===== src/rtl/stopwatch_timebase.sv =====
// Stopwatch core: 10 ms prescaler, IDLE/RUN/PAUSE control and the hh:mm:ss.cc cascade.
// Define LAP_HOLD_EN to build the lap-hold output freeze (counters keep running underneath).
module stopwatch_timebase #(
   parameter int CLK_FREQ_HZ = 100000000,
   parameter int TICK_HZ     = 100
) (
   input  logic       clock,
   input  logic       reset_n,
   input  logic       btn_start_stop,
   input  logic       btn_clear,
   input  logic       btn_lap,
   output logic [4:0] hours,
   output logic [5:0] minutes,
   output logic [5:0] seconds,
   output logic [6:0] centiseconds,
   output logic       running,
   output logic       overflow,
   output logic       lap_active
);
   localparam int CLKS_PER_TICK = CLK_FREQ_HZ / TICK_HZ;
   localparam int PW = (CLKS_PER_TICK > 2) ? $clog2(CLKS_PER_TICK) : 1;
   localparam logic [PW-1:0] PRE_LAST = PW'(CLKS_PER_TICK - 1);

   if ((CLKS_PER_TICK < 2) || (CLKS_PER_TICK * TICK_HZ != CLK_FREQ_HZ)) begin : g_bad_cfg
      $error("stopwatch_timebase: CLK_FREQ_HZ/TICK_HZ must be an integer >= 2");
   end

   typedef enum logic [1:0] {IDLE = 2'd0, RUN = 2'd1, PAUSE = 2'd2} state_t;

   state_t        state_q, state_d;
   logic          ss_prev_q, clr_prev_q;
   logic [PW-1:0] pre_q, pre_d;
   logic [6:0]    cs_q, cs_d;
   logic [5:0]    sec_q, sec_d;
   logic [5:0]    min_q, min_d;
   logic [4:0]    hr_q, hr_d;
   logic          ovf_q, ovf_d;
   logic          ss_edge, clr_edge, tick;

   assign ss_edge  = btn_start_stop & ~ss_prev_q;
   assign clr_edge = btn_clear & ~clr_prev_q;
   assign tick     = (state_q == RUN) && (pre_q == PRE_LAST);

   always_ff @(posedge clock or negedge reset_n) begin
      if (!reset_n) begin
         state_q    <= IDLE;
         ss_prev_q  <= 1'b0;
         clr_prev_q <= 1'b0;
         pre_q      <= '0;
         cs_q       <= '0;
         sec_q      <= '0;
         min_q      <= '0;
         hr_q       <= '0;
         ovf_q      <= 1'b0;
      end else begin
         state_q    <= state_d;
         ss_prev_q  <= btn_start_stop;
         clr_prev_q <= btn_clear;
         pre_q      <= pre_d;
         cs_q       <= cs_d;
         sec_q      <= sec_d;
         min_q      <= min_d;
         hr_q       <= hr_d;
         ovf_q      <= ovf_d;
      end
   end

   // Clear overrides everything; otherwise the tick is counted even when start_stop pauses.
   always_comb begin
      state_d = state_q;
      pre_d   = pre_q;
      cs_d    = cs_q;
      sec_d   = sec_q;
      min_d   = min_q;
      hr_d    = hr_q;
      ovf_d   = ovf_q;
      if (clr_edge) begin
         state_d = IDLE;
         pre_d   = '0;
         cs_d    = '0;
         sec_d   = '0;
         min_d   = '0;
         hr_d    = '0;
         ovf_d   = 1'b0;
      end else begin
         if (state_q == RUN) pre_d = tick ? '0 : pre_q + 1'b1;
         if (tick) begin
            if (cs_q == 7'd99) begin
               cs_d = '0;
               if (sec_q == 6'd59) begin
                  sec_d = '0;
                  if (min_q == 6'd59) begin
                     min_d = '0;
                     if (hr_q == 5'd23) begin
                        hr_d  = '0;
                        ovf_d = 1'b1;
                     end else begin
                        hr_d = hr_q + 5'd1;
                     end
                  end else begin
                     min_d = min_q + 6'd1;
                  end
               end else begin
                  sec_d = sec_q + 6'd1;
               end
            end else begin
               cs_d = cs_q + 7'd1;
            end
         end
         if (ss_edge) begin
            case (state_q)
               IDLE:    state_d = RUN;
               RUN:     state_d = PAUSE;
               PAUSE:   state_d = RUN;
               default: state_d = IDLE;
            endcase
         end
      end
   end

   assign running  = (state_q == RUN);
   assign overflow = ovf_q;

`ifdef LAP_HOLD_EN
   logic       lap_prev_q, lap_q, lap_d, lap_edge;
   logic [6:0] snap_cs_q;
   logic [5:0] snap_sec_q, snap_min_q;
   logic [4:0] snap_hr_q;

   assign lap_edge = btn_lap & ~lap_prev_q;

   always_comb begin
      lap_d = lap_q;
      if (clr_edge)      lap_d = 1'b0;
      else if (lap_edge) lap_d = (state_q == RUN) ? ~lap_q : 1'b0;
   end

   always_ff @(posedge clock or negedge reset_n) begin
      if (!reset_n) begin
         lap_prev_q <= 1'b0;
         lap_q      <= 1'b0;
      end else begin
         lap_prev_q <= btn_lap;
         lap_q      <= lap_d;
      end
   end

   // Snapshot is the time on display at the instant hold engages.
   always_ff @(posedge clock) begin
      if (lap_edge && !lap_q && !clr_edge && (state_q == RUN)) begin
         snap_cs_q  <= cs_q;
         snap_sec_q <= sec_q;
         snap_min_q <= min_q;
         snap_hr_q  <= hr_q;
      end
   end

   assign hours        = lap_q ? snap_hr_q  : hr_q;
   assign minutes      = lap_q ? snap_min_q : min_q;
   assign seconds      = lap_q ? snap_sec_q : sec_q;
   assign centiseconds = lap_q ? snap_cs_q  : cs_q;
   assign lap_active   = lap_q;
`else
   logic unused_lap;
   assign unused_lap   = btn_lap;
   assign hours        = hr_q;
   assign minutes      = min_q;
   assign seconds      = sec_q;
   assign centiseconds = cs_q;
   assign lap_active   = 1'b0;
`endif

endmodule


===== config.mk =====
export PLATFORM = sky130hd
export DESIGN_NAME = stopwatch_timebase
export DESIGN_NICKNAME = d
export VERILOG_FILES = /design/src/rtl/stopwatch_timebase.sv
export SDC_FILE = /design/constraint.sdc
export NUM_CORES = 1
export LEC_CHECK = 0
export BUFFER_PORTS_ARGS = -buffer_cell sky130_fd_sc_hd__buf_2
export CAP_MARGIN = 0
export CORE_MARGIN = 10
export CORE_UTILIZATION = 48
export CTS_CLUSTER_SIZE = 30
export DETAILED_ROUTE_END_ITERATION = 10
export PLACE_DENSITY = 0.68
export SKIP_LAST_GASP = 1
export SLEW_MARGIN = 20
export SYNTH_ARGS = -nofsm -noshare
export SYNTH_HDL_FRONTEND = slang
export SYNTH_SLANG_ARGS = --single-unit

===== constraint.sdc =====
create_clock -name clock -period 2.5 [get_ports clock]
set_input_delay 0.25 -clock clock [delete_from_list [all_inputs] [get_ports clock]]
set_output_delay 0.25 -clock clock [all_outputs]
set_load 0.03 [all_outputs]

Yosys cells after proc, flatten, opt, wreduce, memory -nomap -nowiden
Cells that the tools add are included.

Bits in registers: 49. Bits of input ports: 5. Word-level logic and storage cells: 69.

Mux-type cells: 30. Equal/unequal tests: 7. Reductions and logical operators: 14. Bitwise gates (word level): 4. $add $sub $neg: 5.

Operators by type and width (number): 20-bit 2-to-1 mux (3); 6-bit 2-to-1 mux (9); 5-bit 2-to-1 mux (6); 7-bit 2-to-1 mux (3); 20-bit by 1-bit adder with 20-bit output, second input constant (1); 20-bit equality test, second input constant (1); 2-bit nonzero test (7); 6-bit by 1-bit adder with 6-bit output, second input constant (2); 6-bit equality test, second input constant (2); 7-bit by 1-bit adder with 7-bit output, second input constant (1); 7-bit equality test, second input constant (1); 1-bit 2-to-1 mux (6); 5-bit by 1-bit adder with 5-bit output, second input constant (1); 5-bit equality test, second input constant (1); 5-bit AND reduction (1); 2-bit 2-to-1 mux (2); 2-bit case mux with 2 select lines (1); 4-bit AND reduction (1); 3-bit AND reduction (1); 1-bit AND (2); 2-bit by 1-bit equality test with 1-bit output, second input constant (1); 2-bit equality test, second input constant (1); 2-bit logical NOT (1); 1-bit inverter (2); other kinds (3) (3).

Longest topological paths before layout
Depth after elaboration: 7. Gate-level depth with buffers: 7. Gate-level depth less buffers: 6.

Worst setup path before layout
No wires, ideal clock.

Path kind: register to register. Start point: register pre_q[6]. End point: register hr_q[3], in the netlist hours[3]. Required time: 2.422 ns. Clock period less this slack: 2.219 ns. Path slack: 0.281 ns. Library setup time: 0.078 ns. Arrival time: 2.141 ns. Stages on the path, launching flop included: 6. Path through: dfrtp_1 > or4b_4 > nor4_4 > nand4_4 > or4_1 > a21oi_1.

Cells in the longest elaborated chain, start to end: 4.

RTL lines: from (decl) (RTL line 32) `logic [PW-1:0] pre_q, pre_d;`; from (signal assigned) (RTL line 59) `pre_q <= pre_d;`; 20-bit equality test (RTL line 42) `assign tick = (state_q == RUN) && (pre_q == PRE_LAST);`; 1-bit logical AND (RTL line 42); 2-bit nonzero test (no line); 4-bit AND reduction (no line); to (signal assigned) (RTL line 63) `hr_q <= hr_d;`; to (decl) (RTL line 36) `logic [4:0] hr_q, hr_d;`.

Every way passes these cells. A chain may end at the register's enable or synchronous reset.

Final worst setup path
Start point: register pre_q[11]. End point: register min_q[2], in the netlist minutes[2].

Cells in the longest elaborated chain, start to end: 4.

RTL lines: 20-bit equality test (RTL line 42); 1-bit logical AND (RTL line 42); 2-bit nonzero test (no line); 3-bit AND reduction (no line); to (signal assigned) (RTL line 62) `min_q <= min_d;`; to (decl) (RTL line 35) `logic [5:0] min_q, min_d;`.

Every way passes these cells.

==> run metrics <==
status=complete, no violations; most frequent cells after synthesis=49 x dfrtp_1, 33 x nor2_1, 22 x a21oi_1, 19 x nand2_1, 17 x nand3_1; total CTS buffers=5; post-synthesis register bit count=49; sequential area share after synthesis=0.4776; GPL Wtd Cong=between 0.8 and 0.9; input/output buffers=29; Worst Tran Pin Value=0.5409 ns; Die X=slightly above 90 um; compound-gate portion of the synthesized area=0.1077; H-tree depth=2; Worst-Skew Late Latency=~0.3 ns; RSZ-0062 raised after global routing=no; gr ovfl total=0; TritonRoute pass-1 iters=4; Netlist Area Pre-Place=between 2000 and 3000 um2; Final setup viols=0; Detail Route Antenna Nets=0; final slew viol count=0; first-pass GRT wire length=approximately 9.8 mm; Synth cell types=47; core area=slightly above 5000 um2; Placed Area=roughly 2900 um2; number of max-cap violations=0; GRT Resource Usage Total=0.1347; ANT cells=0; largest family of logic cells by synthesized area=simple AND/OR/NAND/NOR gates; die area=between 8000 and 9000 um2; Peak supply drop=0.0003635 V; Root Driver=clkbuf_8; Setup CP Type=reg2reg; Arr. time, crit path=~2.6 ns; PwrDens=530.8 nW/um2; Final Cycle Share=0.9391; Syn Area/Cell=9.439 um2; TritonCTS clock tree=done; CP Data Required Time=2.73 ns; Post-synth ARST share=1.000; Layout Area Growth over Synthesis=16.08%; clock sink count=49; HPWL Detailed=approximately 4.0 mm; final hold violations=0; Final Util=0.5798; post-route cell area=around 3000 um2; Simple-Gate Fraction of Synth Area=0.2817; Syn Nets=roughly 280; Setup Skew=0.007586 ns; DR iter-0 viols=between 70 and 80; initial core utilization=0.4995; Setup TNS=0 ns; Clock Path Buffers=2; fmax=approximately 430 MHz; total DRC errors in the routed layout=0; Post-synth EDFFs=0; CP Max Fanout=11; final critical-path required period=2.348 ns; Via density=~5.5; count leader, synth=dfrtp_1; ys flop type=dfrtp_1; worst hold margin=just under 0.07 ns; top post-synthesis cells by area=dfrtp_1 48%, nor2_1 4.8%, a21oi_1 4.3%, nand3_1 3.3%, nand2_1 2.8%; post-synth top area share=0.4776; vias in the first global route=2118; row cnt=26; Leak=between 1 and 1.5 nW; mux contribution to synthesized area=0.02339; min-delay worst type=in2reg; largest net degree at the start of global routing=25; multi-input logic area=about 1300 um2; post-synthesis adder-cell area fraction=0.02437; Synth Area in XOR/XNOR=0.05458; Final #Nets=323; register area=between 1000 and 1500 um2; I/O pin count=32; startpoint types=flop; routed length per instance=approximately 14 um; Die Y=roughly 93 um; Fill cells=468; Post-Synthesis Cells=between 200 and 300; ratio of cells with drive above 1 in the final layout=0.1789; Slew headroom=0.6394; routed vias=about 2100; Worst setup EP type=flop; CTS clk-pin slew, worst paths=roughly 0.090 ns; Ys Warns=0; number of antenna violations at the first check in global routing=0; Post-Route WL=about 5.4 mm; post-synth top area cell=dfrtp_1
stage by stage:
stage | cells | total power [mW] | setup slack [ns]
after floorplan | 272 | 1.002 | 0.2810
after global placement | 375 | 1.059 | 0.1970
after detailed placement | 375 | 1.065 | 0.1701
after CTS | 383 | 1.604 | 0.1378
after global routing | 383 | 1.665 | 0.03388
final | 383 | 1.582 | 0.1523
logic make-up (layout without fill, tap and decap cells):
family	after synthesis	in the layout
simple gates	128	128
compound gates	49	49
flops	49	49
buf+inv	18	59
xor+xnor	16	16
mux	6	6
fa+ha+maj	5	5
other cells	1	1
state kept, by name, indices dropped and copies added, names as in the netlist:
signal        count
seconds           6
state_q           2
minutes           6
ss_prev_q         1
pre_q            20
centiseconds      7
overflow          1
clr_prev_q        1
hours             5
worst max-delay path, cell delays in order, from the launching register on:
cell,delay [ns]
dfrtp_1,0.41
or4b_4,0.58
nor4_4,0.29
buf_4,0.17
nand4_1,0.09
buf_4,0.19
or4_1,0.40
a21oi_1,0.15
metal layers:
| layer | share of wire | global-route usage |
|---|---|---|
| met1 | 0.47 | 0.1644 |
| met2 | 0.47 | 0.2202 |
| met3 | 0.048 | 0.04317 |
| met4 | 0.015 | 0.04370 |
| met5 | 0 | 0 |
report_power, final:
group	internal (mW)	switching, mW
registers	0.826	0.0463
clock network	0.291	0.245
logic	0.0598	0.114
total	1.18	0.405
final cells by class:
type | instances | share of cell area
multi-input cells | 205 | 0.4270
flip-flops and latches | 49 | 0.4114
repair buffers | 44 | 0.08732
well taps | 70 | 0.02939
clock inverters | 2 | 0.01175
clock buffers | 5 | 0.02309
inverters | 8 | 0.01008
path summary, 6_finish.rpt:
path | startpoint | slack, ns | end | cells past startpoint
max | pre_q[11]$_DFFE_PN0P_ | 0.15 | minutes[2]$_DFFE_PN0P_ | 7
min | btn_start_stop | 0.07 | ss_prev_q$_DFF_PN0_ | 1
max reg2reg | pre_q[11]$_DFFE_PN0P_ | 0.15 | minutes[2]$_DFFE_PN0P_ | 7
min reg2reg | overflow$_DFFE_PN0P_ | 0.50 | overflow$_DFFE_PN0P_ | 1
max in group asynchronous | reset_n | 1.45 | centiseconds[6]$_DFFE_PN0P_ | 3
min in group asynchronous | reset_n | 0.45 | minutes[5]$_DFFE_PN0P_ | 2
cell usage in the layout (no fill, tap or decap), drive strengths merged, types with 3 or more instances in the layout:
cell type | Yosys | layout
nand2b | 4 | 4
nand3 | 17 | 17
ha | 5 | 5
and4 | 3 | 3
or4 | 7 | 7
nor2b | 5 | 5
clkbuf | 4 | 5
nand4 | 10 | 10
xnor2 | 8 | 8
nand2 | 19 | 19
inv | 8 | 8
buf | 6 | 43
nor3 | 4 | 4
dfrtp | 49 | 49
nor4 | 6 | 6
xor2 | 8 | 8
mux2i | 6 | 6
a21oi | 22 | 22
o21ai | 14 | 14
or3 | 9 | 9
nor2 | 33 | 33
what timing repair did:
action,CTS,global route
endpoints found under the setup margin,0,1
hold buffers,1,0
setup buffers,0,0
endpoints found under the hold margin,22,0
gates resized for setup,0,1
Power figures use the tool's default switching activity.
